**config.mk**
```make
export PLATFORM = sky130hd
export DESIGN_NAME = jpeg_block_sequencer
export DESIGN_NICKNAME = d
export VERILOG_FILES = /design/src/rtl/jpeg_block_sequencer.sv
export SDC_FILE = /design/constraint.sdc
export NUM_CORES = 1
export LEC_CHECK = 0
export CAP_MARGIN = 20
export CORE_MARGIN = 4
export CORE_UTILIZATION = 34
export CTS_BUF_LIST = sky130_fd_sc_hd__clkbuf_16
export DETAILED_ROUTE_END_ITERATION = 16
export GPL_ROUTABILITY_DRIVEN = 0
export GPL_TIMING_DRIVEN = 1
export REMOVE_ABC_BUFFERS = 1
export SYNTH_ARGS = -nofsm -noshare
export SYNTH_HDL_FRONTEND = slang
export SYNTH_SLANG_ARGS = --single-unit
```
**constraint.sdc**
```tcl
create_clock -name clock -period 4.5 [get_ports clock]
set_input_delay 0.9 -clock clock [delete_from_list [all_inputs] [get_ports clock]]
set_output_delay 0.9 -clock clock [all_outputs]
set_load 0.01 [all_outputs]
```
**src/rtl/jpeg_block_sequencer.sv**
```systemverilog
// jpeg_block_sequencer
//   Per-8x8-block controller for the HW_JPEGenc datapath. One start/busy
//   handshake runs one block through: input buffer load -> DCT_2D -> DCT
//   result capture -> row-wise Quantize/zigzag fill -> zigzag scan ->
//   Huffman encode.
//
// Optional build macro: JPEG_SEQ_PERF_EN adds the blk_count/last_cycles
// performance counters. When it is undefined those ports do not exist.
//
// Parameters
//   DCT_LATENCY    cycles from dct_enable until DCT_2D output valid (>=1)
//   QUANT_LATENCY  Quantize clk-to-out latency in cycles (>=0)
//   HUFF_TIMEOUT   max cycles waiting for huff_done before abort (>=2)
//
// Ports
//   clock, reset_n       system clock, async active-low reset
//   start                request one block (accepted only while idle)
//   load_mode            sampled with start: 0 parallel load, 1 serial load
//   luma_in              sampled with start: 1 luminance, 0 chrominance
//   pix_valid            serial-load beat qualifier
//   huff_done            Huffman controller finished the block
//   abort                synchronous return to IDLE
//   busy                 high from accepted start through the block_done cycle
//   input_enable         parallel buffer load strobe
//   input_1pix_enable    serial buffer load strobe (pix_valid while serial LOAD)
//   dct_enable           DCT start pulse
//   dct_end_enable       DCT result capture pulse
//   matrix_row[7:0]      current Quantize/zigzag row 0..7
//   zigzag_input_enable  write current quantized row into zigzag buffer
//   zigag_enable         zigzag scan pulse
//   Huffman_start        Huffman encode start pulse
//   is_luminance         luma_in latched for the whole block
//   block_done           one-cycle end-of-block pulse
//   timeout_err          sticky Huffman timeout flag, cleared by next start
//   blk_count[15:0]      (perf) completed blocks, wrapping
//   last_cycles[15:0]    (perf) busy cycles of last completed block, saturating
//
// state      | meaning
// -----------+---------------------------------------------------------
// S_IDLE     | waiting for start
// S_LOAD     | input buffer load (1 cycle parallel, 64 beats serial)
// S_DCT_GO   | dct_enable pulse
// S_DCT_WAIT | waiting DCT_LATENCY cycles for DCT_2D output
// S_DCT_CAP  | dct_end_enable pulse
// S_QUANT    | rows 0..7, QUANT_LATENCY+1 cycles each
// S_ZZ       | zigag_enable pulse
// S_HUFF_GO  | Huffman_start pulse, timeout timer loaded
// S_HUFF_WAIT| waiting for huff_done or timeout
// S_DONE     | block_done pulse
module jpeg_block_sequencer #(
  parameter int DCT_LATENCY   = 4,
  parameter int QUANT_LATENCY = 1,
  parameter int HUFF_TIMEOUT  = 1024
) (
  input  logic        clock,
  input  logic        reset_n,
  input  logic        start,
  input  logic        load_mode,
  input  logic        luma_in,
  input  logic        pix_valid,
  input  logic        huff_done,
  input  logic        abort,
  output logic        busy,
  output logic        input_enable,
  output logic        input_1pix_enable,
  output logic        dct_enable,
  output logic        dct_end_enable,
  output logic [7:0]  matrix_row,
  output logic        zigzag_input_enable,
  output logic        zigag_enable,
  output logic        Huffman_start,
  output logic        is_luminance,
  output logic        block_done,
  output logic        timeout_err
`ifdef JPEG_SEQ_PERF_EN
  ,
  output logic [15:0] blk_count,
  output logic [15:0] last_cycles
`endif
);

  // One shared down-counter serves all timed states, so size it for the largest load.
  localparam int T_A    = (DCT_LATENCY > HUFF_TIMEOUT) ? DCT_LATENCY : HUFF_TIMEOUT;
  localparam int T_MAX  = (T_A > QUANT_LATENCY + 1) ? T_A : QUANT_LATENCY + 1;
  localparam int TMR_W  = $clog2(T_MAX + 1);

  typedef enum logic [3:0] {
    S_IDLE,
    S_LOAD,
    S_DCT_GO,
    S_DCT_WAIT,
    S_DCT_CAP,
    S_QUANT,
    S_ZZ,
    S_HUFF_GO,
    S_HUFF_WAIT,
    S_DONE
  } state_t;

  state_t           state, state_nxt;
  logic [TMR_W-1:0] tmr, tmr_nxt;
  logic [2:0]       row, row_nxt;
  logic [5:0]       pix_cnt, pix_nxt;
  logic             serial_q;
  logic             accept;
  logic             err_set;

  always_comb begin
    state_nxt = state;
    tmr_nxt   = tmr;
    row_nxt   = row;
    pix_nxt   = pix_cnt;
    accept    = 1'b0;
    err_set   = 1'b0;
    case (state)
      S_IDLE: begin
        if (start) begin
          accept    = 1'b1;
          pix_nxt   = '0;
          state_nxt = S_LOAD;
        end
      end
      S_LOAD: begin
        if (!serial_q) begin
          state_nxt = S_DCT_GO;
        end else if (pix_valid) begin
          pix_nxt = pix_cnt + 6'd1;
          if (pix_cnt == 6'd63) state_nxt = S_DCT_GO;
        end
      end
      S_DCT_GO: begin
        state_nxt = S_DCT_WAIT;
        tmr_nxt   = TMR_W'(DCT_LATENCY - 1);
      end
      S_DCT_WAIT: begin
        if (tmr == '0) state_nxt = S_DCT_CAP;
        else           tmr_nxt   = tmr - TMR_W'(1);
      end
      S_DCT_CAP: begin
        state_nxt = S_QUANT;
        row_nxt   = '0;
        tmr_nxt   = TMR_W'(QUANT_LATENCY);
      end
      S_QUANT: begin
        if (tmr == '0) begin
          if (row == 3'd7) begin
            state_nxt = S_ZZ;
            row_nxt   = '0;
          end else begin
            row_nxt = row + 3'd1;
            tmr_nxt = TMR_W'(QUANT_LATENCY);
          end
        end else begin
          tmr_nxt = tmr - TMR_W'(1);
        end
      end
      S_ZZ: begin
        state_nxt = S_HUFF_GO;
      end
      S_HUFF_GO: begin
        state_nxt = S_HUFF_WAIT;
        tmr_nxt   = TMR_W'(HUFF_TIMEOUT - 1);
      end
      S_HUFF_WAIT: begin
        // huff_done on the terminal-count cycle still counts as a clean finish.
        if (huff_done) begin
          state_nxt = S_DONE;
        end else if (tmr == '0) begin
          state_nxt = S_DONE;
          err_set   = 1'b1;
        end else begin
          tmr_nxt = tmr - TMR_W'(1);
        end
      end
      S_DONE: begin
        state_nxt = S_IDLE;
      end
      default: begin
        state_nxt = S_IDLE;
      end
    endcase
    // abort wins over everything, including a start seen in IDLE.
    if (abort) begin
      state_nxt = S_IDLE;
      tmr_nxt   = '0;
      row_nxt   = '0;
      accept    = 1'b0;
      err_set   = 1'b0;
    end
  end

  // Strobes are registered decodes of the next state so they line up with the state register.
  always_ff @(posedge clock or negedge reset_n) begin
    if (!reset_n) begin
      state               <= S_IDLE;
      tmr                 <= '0;
      row                 <= '0;
      pix_cnt             <= '0;
      serial_q            <= 1'b0;
      is_luminance        <= 1'b0;
      timeout_err         <= 1'b0;
      busy                <= 1'b0;
      input_enable        <= 1'b0;
      dct_enable          <= 1'b0;
      dct_end_enable      <= 1'b0;
      zigzag_input_enable <= 1'b0;
      zigag_enable        <= 1'b0;
      Huffman_start       <= 1'b0;
      block_done          <= 1'b0;
    end else begin
      state               <= state_nxt;
      tmr                 <= tmr_nxt;
      row                 <= row_nxt;
      pix_cnt             <= pix_nxt;
      busy                <= (state_nxt != S_IDLE);
      input_enable        <= accept && !load_mode;
      dct_enable          <= (state_nxt == S_DCT_GO);
      dct_end_enable      <= (state_nxt == S_DCT_CAP);
      zigzag_input_enable <= (state_nxt == S_QUANT) && (tmr_nxt == '0);
      zigag_enable        <= (state_nxt == S_ZZ);
      Huffman_start       <= (state_nxt == S_HUFF_GO);
      block_done          <= (state_nxt == S_DONE);
      if (accept) begin
        serial_q     <= load_mode;
        is_luminance <= luma_in;
        timeout_err  <= 1'b0;
      end else if (err_set) begin
        timeout_err <= 1'b1;
      end
    end
  end

  // Serial strobe follows pix_valid in the same cycle so the buffer sees each beat as it arrives.
  assign input_1pix_enable = (state == S_LOAD) && serial_q && pix_valid;
  assign matrix_row        = {5'b00000, row};

`ifdef JPEG_SEQ_PERF_EN
  logic [15:0] cyc_cnt;

  always_ff @(posedge clock or negedge reset_n) begin
    if (!reset_n) begin
      cyc_cnt     <= '0;
      blk_count   <= '0;
      last_cycles <= '0;
    end else begin
      if (accept) begin
        cyc_cnt <= 16'd1;
      end else if ((state_nxt != S_IDLE) && (cyc_cnt != 16'hFFFF)) begin
        cyc_cnt <= cyc_cnt + 16'd1;
      end
      if (state == S_DONE) begin
        blk_count   <= blk_count + 16'd1;
        last_cycles <= cyc_cnt;
      end
    end
  end
`endif

endmodule

```
; ---- Yosys cells after proc, flatten, opt, wreduce, memory -nomap -nowiden
; Cells that the tools add are included.
[word_totals]
reg_bits = 35
[op_classes]
n_reduce_logical = 14
eq_ne = 20
n_addsub = 3
mux = 34
[ops]
columns = operator, count
row1 = $pmux W11 S6, 1
row2 = $mux W11, 5
row3 = $mux W4, 10
row4 = $pmux W4 S9, 1
row5 = $eq A4 B3 Y1 const B, 8
row6 = $logic_not A11 Y1, 2
row7 = $mux W6, 3
row8 = $eq A4 B2 Y1 const B, 3
row9 = $pmux W6 S2, 1
row10 = $sub A11 B1 Y11 const B, 1
row11 = $mux W1, 9
row12 = $mux W3, 3
row13 = $eq A4 B4 Y1 const B, 2
row14 = $add A6 B1 Y6 const B, 1
row15 = $eq A6 B6 Y1 const B, 1
row16 = $ne A2 B2 Y1 const B, 3
row17 = $pmux W3 S2, 1
row18 = $eq A4 B1 Y1 const B, 1
row19 = $logic_and A1 B1 Y1, 4
row20 = $logic_not A4 Y1, 1
row21 = $reduce_and A4 Y1, 1
row22 = $reduce_bool A2 Y1, 2
row23 = $reduce_bool A4 Y1, 1
row24 = $add A3 B1 Y3 const B, 1
row25 = 5 further kinds, 5

; ---- Depth between registers and ports, before layout
; Gate-level depths: netlist (run 1).
[logic_depth]
depth_word = 8
depth_mapped = 10
mapped_depth_nobuf = 9

; ---- Worst setup path after synthesis (run 1)
; OpenSTA, ideal clock, no wires.
[synth_timing]
kind = input to register
start = in huff_done
end = reg zigzag_input_enable
required_time_ps = 4378
arrival_ps = 2280
slack_ps = 2098
setup_ps = 122
stages = 7
cell_sequence = or4b_2 -> a21oi_1 -> a21o_1 -> a311oi_1 -> o31ai_1 -> nor4_1 -> o2111a_1
[synth_between]
elab_chain_len = 5
elab_cells_between_ends = 9
cone_classes = eq/ne: 1 / mux: 6 / reduce/logical: 2
[synth_lines]
columns = item, line
row1 = start: declaration, 61  ; input logic huff_done,
row2 = $mux W4 or $mux W11 (tied branches), 166  ; if (huff_done) begin
row3 = $pmux W4 S9 or $pmux W11 S6 (tied branches), 115  ; case (state)
row4 = $mux W4 or $mux W11 (tied branches), 183  ; if (abort) begin
row5 = $eq A4 B3 Y1 or $logic_not A11 Y1 (tied branches), 219  ; zigzag_input_enable <= (state_nxt == S_QUANT) && (tmr_nxt == '0);
row6 = $logic_and A1 B1 Y1 (*), 219
row7 = end signal: assignment, 219
row8 = end: declaration, 69  ; output logic zigzag_input_enable,
; Mark *: on every way between the ends. The rest lies on a longest branch, timed or not.
; A chain may end at the register's enable or synchronous reset.

; ---- Worst setup path in the final report (run 1)
[layout_timing]
start = reg state[2]
end = out input_1pix_enable
[layout_between]
elab_chain_len = 3
[layout_lines]
columns = item, line
row1 = start: declaration, 100  ; state_t state, state_nxt;
row2 = start signal: assignment, 211  ; state <= state_nxt;
row3 = $eq A4 B1 Y1, 234  ; assign input_1pix_enable = (state == S_LOAD) && serial_q && pix_valid;
row4 = $logic_and A1 B1 Y1 (2 in series), 234
row5 = end: declaration, 65  ; output logic input_1pix_enable,
; No other way between the ends.

==> impl_metrics.py, run 1 <==
metrics = {
    "power": {
        "power_density_nw_per_um2": 553,
        "power_frac_comb": 0.406,
        "vdd_drop_max_v": 0.000265,
        "p_int_uw": 916,
        "p_leak_nw": 1.15,
        "p_sw_uw": 578,
        "p_seq_frac": 0.297,
        "swShare": 0.387,
        "pwr-share-clk": 0.297,
    },
    "global_route": {
        "grt_start_max_net_pins": 36,
        "grtUsageTotal": 0.150,
        "grt_first_pass_wirelength_mm": 9.98,
        "grt.overflow.total": 0,
        "antenna_found_initial": 0,
        "grt_pass1_vias": 1985,
    },
    "floorplanning": {
        "die_x_um": 90.8,
        "start_util": 0.359,
        "die_area_um2": 8250,
        "core_area_um2": 6490,
        "rows": 29,
        "io_pins": 27,
        "die_h_um": 90.8,
    },
    "timing": {
        "fin_crit_ns": 3.25,
        "hold_viol_final": 0,
        "holdWs_ns": 0.509,
        "fin_worst_skew_ns": 0.00370,
        "finalWorstSetupSlack_ns": 1.25,
        "clock.fmax_mhz": 307,
        "setup_viol": 0,
        "fin_tns_setup_ns": 0,
        "rsz0062_at_grt": "no",
        "max-slew-margin-rel": 0.297,
        "tightest_slew_ns": 1.05,
        "final.period_utilization": 0.723,
        "finalMaxSlewViolations": 0,
    },
    "synthesis": {
        "synth-seq-cells": 35,
        "netlist_area_um2": 2330,
        "ys_types": 67,
        "yosysTopAreaCell": "dfrtp_1",
        "ys_seq_area_frac": 0.375,
        "yosys.area.top_type_share": 0.375,
        "async_flop_share": 1.00,
        "yosys-top-cells-count": "35 x dfrtp_1, 28 x nor2_1, 17 x nand2_1",
        "syn_avg_cell_area_um2": 9.04,
        "ys_top_cells_by_area": "dfrtp_1 38%, nor2_1 4.5%, nor3_1 3.2%",
        "yosysWarningCount": 0,
        "synth_most_common_cell": "dfrtp_1",
        "synth_edf_count": 0,
        "synth_flop_cell": "dfrtp_1",
        "synth_cells": 258,
    },
    "critical_path": {
        "critPathArrivalTime_ns": 2.35,
        "critPathLaunchType": "flop",
        "r2r_slack_ns": 1.42,
        "crit_path_start": "state[2]",
        "endpoint": "input_1pix_enable",
        "crit_fanout": 22,
        "critPathCaptureType": "output port",
        "reg2reg_depth": 9,
        "worstPathRequired_ns": 3.60,
        "reg2reg_from": "tmr[1]",
        "critPathKind": "reg2out",
        "r2r-end": "zigzag_input_enable",
    },
    "outcome": {
        "status": "finished clean",
    },
    "cells_and_area": {
        "drive_gt1_frac": 0.107,
        "diodes": 0,
        "fillCellCount": 641,
        "areaGrowthSynthToFinish_pct": 15.7,
        "finalNetCount": 284,
        "post-route-util": 0.416,
        "fin_area_um2": 2700,
    },
    "drt": {
        "drtIter0Drc": 210,
        "antenna_left": 0,
        "vias_per_cell": 5.95,
        "wire_per_inst_um": 16.7,
        "post-route-drc-count": 0,
        "vias": 2075,
        "wl_mm": 5.84,
        "firstDrtPassIters": 5,
    },
    "clocking": {
        "root_buffer": "clkbuf_16",
        "insertion_delay_ns": 0.28,
        "hold_buffers": 0,
        "cts.clk_slew.worst_paths_ns": 0.05,
        "cts_setup_buffers": 0,
        "clkSinkCount": 35,
        "cts_buffer_depth": 2,
        "cts_resized": 0,
        "numCtsBuffers": 5,
        "htreeDepth": 2,
        "cts_tree": "built",
    },
    "placed_design": {
        "io_buffer_count": 21,
        "place_area_um2": 2510,
        "dpl.hpwl_mm": 4.10,
        "pre_cts_ws_ns": 1.30,
    },
    "flow_run": {
        "max-cap-violations": 0,
    },
    "hold_path": {
        "min-delay-path-class": "reg2reg",
    },
}
## power by group through the flow
stage | Combinational (mW) | Sequential, mW | Clock, mW
after floorplan | 0.416 | 0.433 | 0
after global placement | 0.597 | 0.447 | 0
after detailed placement | 0.597 | 0.447 | 0
after CTS | 0.600 | 0.442 | 0.451
after global routing | 0.680 | 0.455 | 0.467
final | 0.607 | 0.444 | 0.444
## sequential cells by signal, indices dropped and copies added, names as in the netlist
signal               cells
pix_cnt                  6
Huffman_start            1
zigag_enable             1
dct_end_enable           1
timeout_err              1
tmr                     11
state                    4
row                      3
block_done               1
zigzag_input_enable      1
dct_enable               1
busy                     1
is_luminance             1
serial_q                 1
input_enable             1
## logic make-up after synthesis
group,count (synthesis),synth area share
simple gates,111,0.268
fa+ha+maj,5,0.0268
xor+xnor,4,0.0150
flops,35,0.375
compound gates,69,0.220
other cells,1,0.00161
mux,3,0.0145
buf+inv,30,0.0788
## how the worst min path moves through the flow
| stage | end | cells past startpoint | startpoint |
|---|---|---|---|
| after global placement | is_luminance | 1 | is_luminance |
| after floorplan | pix_cnt[1] | 1 | pix_cnt[1] |
| after global routing | is_luminance | 1 | is_luminance |
| after detailed placement | is_luminance | 1 | is_luminance |
| after CTS | is_luminance | 1 | is_luminance |
| final | is_luminance | 1 | is_luminance |
## metal layers
layer,share of wire,vias up,GRT usage
li1,-,976,-
met5,0,-,0
met2,0.45,86,0.224
met4,0.017,0,0.0616
met3,0.063,11,0.0292
met1,0.47,1002,0.213
## layout by cell type (no fill, tap or decap), types with 11 or more instances in the layout
cell type        count
nor3_1              15
a21oi_1             14
o21ai_0             12
nor2_1              28
nand2_1             17
inv_1               11
clkdlybuf4s50_1     20
dfrtp_1             35
nand3_1             11
## worst max-delay path, stage by stage (launching register included)
cell	delay, ns
dfrtp_1	0.62
nor3_1	0.45
and2_1	0.24
and3_1	0.22
clkdlybuf4s50_1	0.55
## stage by stage
| stage | power, mW | std cells |
|---|---|---|
| after detailed placement | 1.04 | 341 |
| final | 1.49 | 349 |
| after floorplan | 0.849 | 242 |
| after CTS | 1.49 | 349 |
| after global routing | 1.60 | 349 |
| after global placement | 1.04 | 341 |
## cell type report
type	count	area, µm²	share of cell area
Timing Repair Buffer	22	213	0.0788
Clock inverter	3	63.8	0.0236
Inverter	10	37.5	0.0139
Clock buffer	5	125	0.0463
Tap cell	77	96.3	0.0357
Multi-Input combinational cell	197	1290	0.477
Sequential cell	35	876	0.324
Power figures use the tool's default switching activity.
==> inputs of run 2 (changes only) <==
- clock period: 4.5 -> 2.8 ns (I/O delays scaled with it)
==> impl_metrics.py, run 2 (synthesis results as in run 1) <==
metrics = {
    "global_route": {
        "grt_pass1_vias": 2078,
        "grt_start_max_net_pins": 36,
        "grt_first_pass_wirelength_mm": 10.2,
        "grt.overflow.total": 0,
        "grtUsageTotal": 0.153,
        "antenna_found_initial": 0,
    },
    "timing": {
        "finalWorstSetupSlack_ns": 0.162,
        "tightest_slew_ns": 0.835,
        "fin_crit_ns": 2.64,
        "finalMaxSlewViolations": 0,
        "hold_viol_final": 0,
        "fin_tns_setup_ns": 0,
        "setup_viol": 0,
        "rsz0062_at_grt": "no",
        "clock.fmax_mhz": 379,
        "holdWs_ns": 0.364,
        "final.period_utilization": 0.942,
        "fin_worst_skew_ns": 0.00350,
        "max-slew-margin-rel": 0.440,
    },
    "floorplanning": {
        "die_area_um2": 8250,
        "rows": 29,
        "start_util": 0.359,
        "die_x_um": 90.8,
        "core_area_um2": 6490,
        "die_h_um": 90.8,
        "io_pins": 27,
    },
    "power": {
        "pwr-share-clk": 0.266,
        "swShare": 0.399,
        "p_sw_uw": 966,
        "power_density_nw_per_um2": 867,
        "power_frac_comb": 0.458,
        "p_leak_nw": 1.22,
        "p_seq_frac": 0.276,
        "total_power_mw": 2.42,
        "p_int_mw": 1.45,
        "vdd_drop_max_v": 0.000415,
    },
    "drt": {
        "vias": 2073,
        "wire_per_inst_um": 16.9,
        "vias_per_cell": 5.70,
        "wl_mm": 6.14,
        "firstDrtPassIters": 4,
        "post-route-drc-count": 0,
        "drtIter0Drc": 131,
        "antenna_left": 0,
    },
    "critical_path": {
        "worstPathRequired_ns": 3.02,
        "reg2reg_from": "tmr[1]",
        "crit_fanout": 10,
        "critPathLaunchType": "flop",
        "critPathKind": "reg2reg",
        "critPathArrivalTime_ns": 2.86,
        "critPathCaptureType": "flop",
        "crit_path_start": "tmr[1]",
    },
    "cells_and_area": {
        "stdcell_count": 364,
        "areaGrowthSynthToFinish_pct": 19.7,
        "final_common_cell": "dfrtp_1",
        "largest_reg_flops": 11,
        "final_cell_mix": "35 x dfrtp_1, 28 x nor2_1, 20 x clkdlybuf4s50_1",
        "diodes": 0,
        "top_register": "tmr",
        "reg_top3": "tmr x11, pix_cnt x6, state x4",
        "drive_gt1_frac": 0.157,
        "finalNetCount": 299,
    },
    "clocking": {
        "insertion_delay_ns": 0.28,
        "cts_tree": "built",
        "hold_buffers": 0,
        "cts.clk_slew.worst_paths_ns": 0.06,
        "cts_setup_buffers": 0,
        "root_buffer": "clkbuf_16",
        "clkSinkCount": 35,
        "cts_buffer_depth": 2,
        "cts_resized": 0,
        "numCtsBuffers": 5,
        "htreeDepth": 2,
    },
    "placed_design": {
        "dpl.hpwl_mm": 4.36,
        "io_buffer_count": 21,
        "pre_cts_ws_ns": 0.0682,
        "dp.cells": 356,
    },
    "flow_run": {
        "max-cap-violations": 0,
    },
    "outcome": {
        "status": "finished clean",
    },
    "hold_path": {
        "min-delay-path-class": "in2async",
    },
}
-- run 2: changes by cell type in the layout (fill, tap and decap cells not counted) --
cell and change:
clkinv_2 +1, clkinv_4 +1, inv_1 -1, bufinv_16 -1, buf_4 +15
-- run 2: critical path, cell delays in order (launching register included) --
cell and delay (ns):
dfrtp_1 0.42, inv_1 0.15, ha_1 0.16, nor4b_2 0.19, buf_4 0.17, nand3_1 0.10, buf_4 0.21, a311o_1 0.27
a32oi_1 0.28, o31ai_1 0.13, nor4_1 0.27, o2111a_1 0.22
-- run 2: area by class of cell --
type / count / area [µm²]
clock buffers: 5 / 125
clock inverters: 3 / 43.8
fillers: 640 / 3700
inverters: 10 / 37.5
multi-input cells: 197 / 1290
flip-flops and latches: 35 / 876
well taps: 77 / 96.3
repair buffers: 37 / 325
-- run 2: metal layers --
layer	share of wire	routed length, µm	global-route usage	up-vias
li1	-	-	-	1000
met1	0.48	2920	0.209	999
met2	0.46	2810	0.228	65
met3	0.051	311	0.0358	9
met4	0.017	104	0.0691	0
met5	0	0	0	-
-- run 2: metrics by stage --
stage	cell area [µm²]	util
2_1_floorplan	2200	-
3_3_place_gp	2620	0.404
3_5_place_dp	2620	0.404
4_1_cts	2790	0.430
5_1_grt	2790	0.430
6_report	2790	0.430
-- run 2: path summary, 6_finish.rpt --
path / to / slack, ns / depth (start not counted)
max: zigzag_input_enable / 0.16 / 11
min: tmr[3] / 0.36 / 1
max reg2reg: zigzag_input_enable / 0.16 / 11
min reg2reg: is_luminance / 0.52 / 1
max in group asynchronous: state[1] / 1.93 / 1
min in group clock: is_luminance / 0.52 / 1
-- run 2: power groups by stage --
stage	clock, mW	combinational [mW]	sequential [mW]
3_5_place_dp	0	1.09	0.676
3_3_place_gp	0	1.09	0.674
5_1_grt	0.676	1.23	0.679
4_1_cts	0.655	1.10	0.667
2_1_floorplan	0	0.669	0.696
6_report	0.644	1.11	0.669
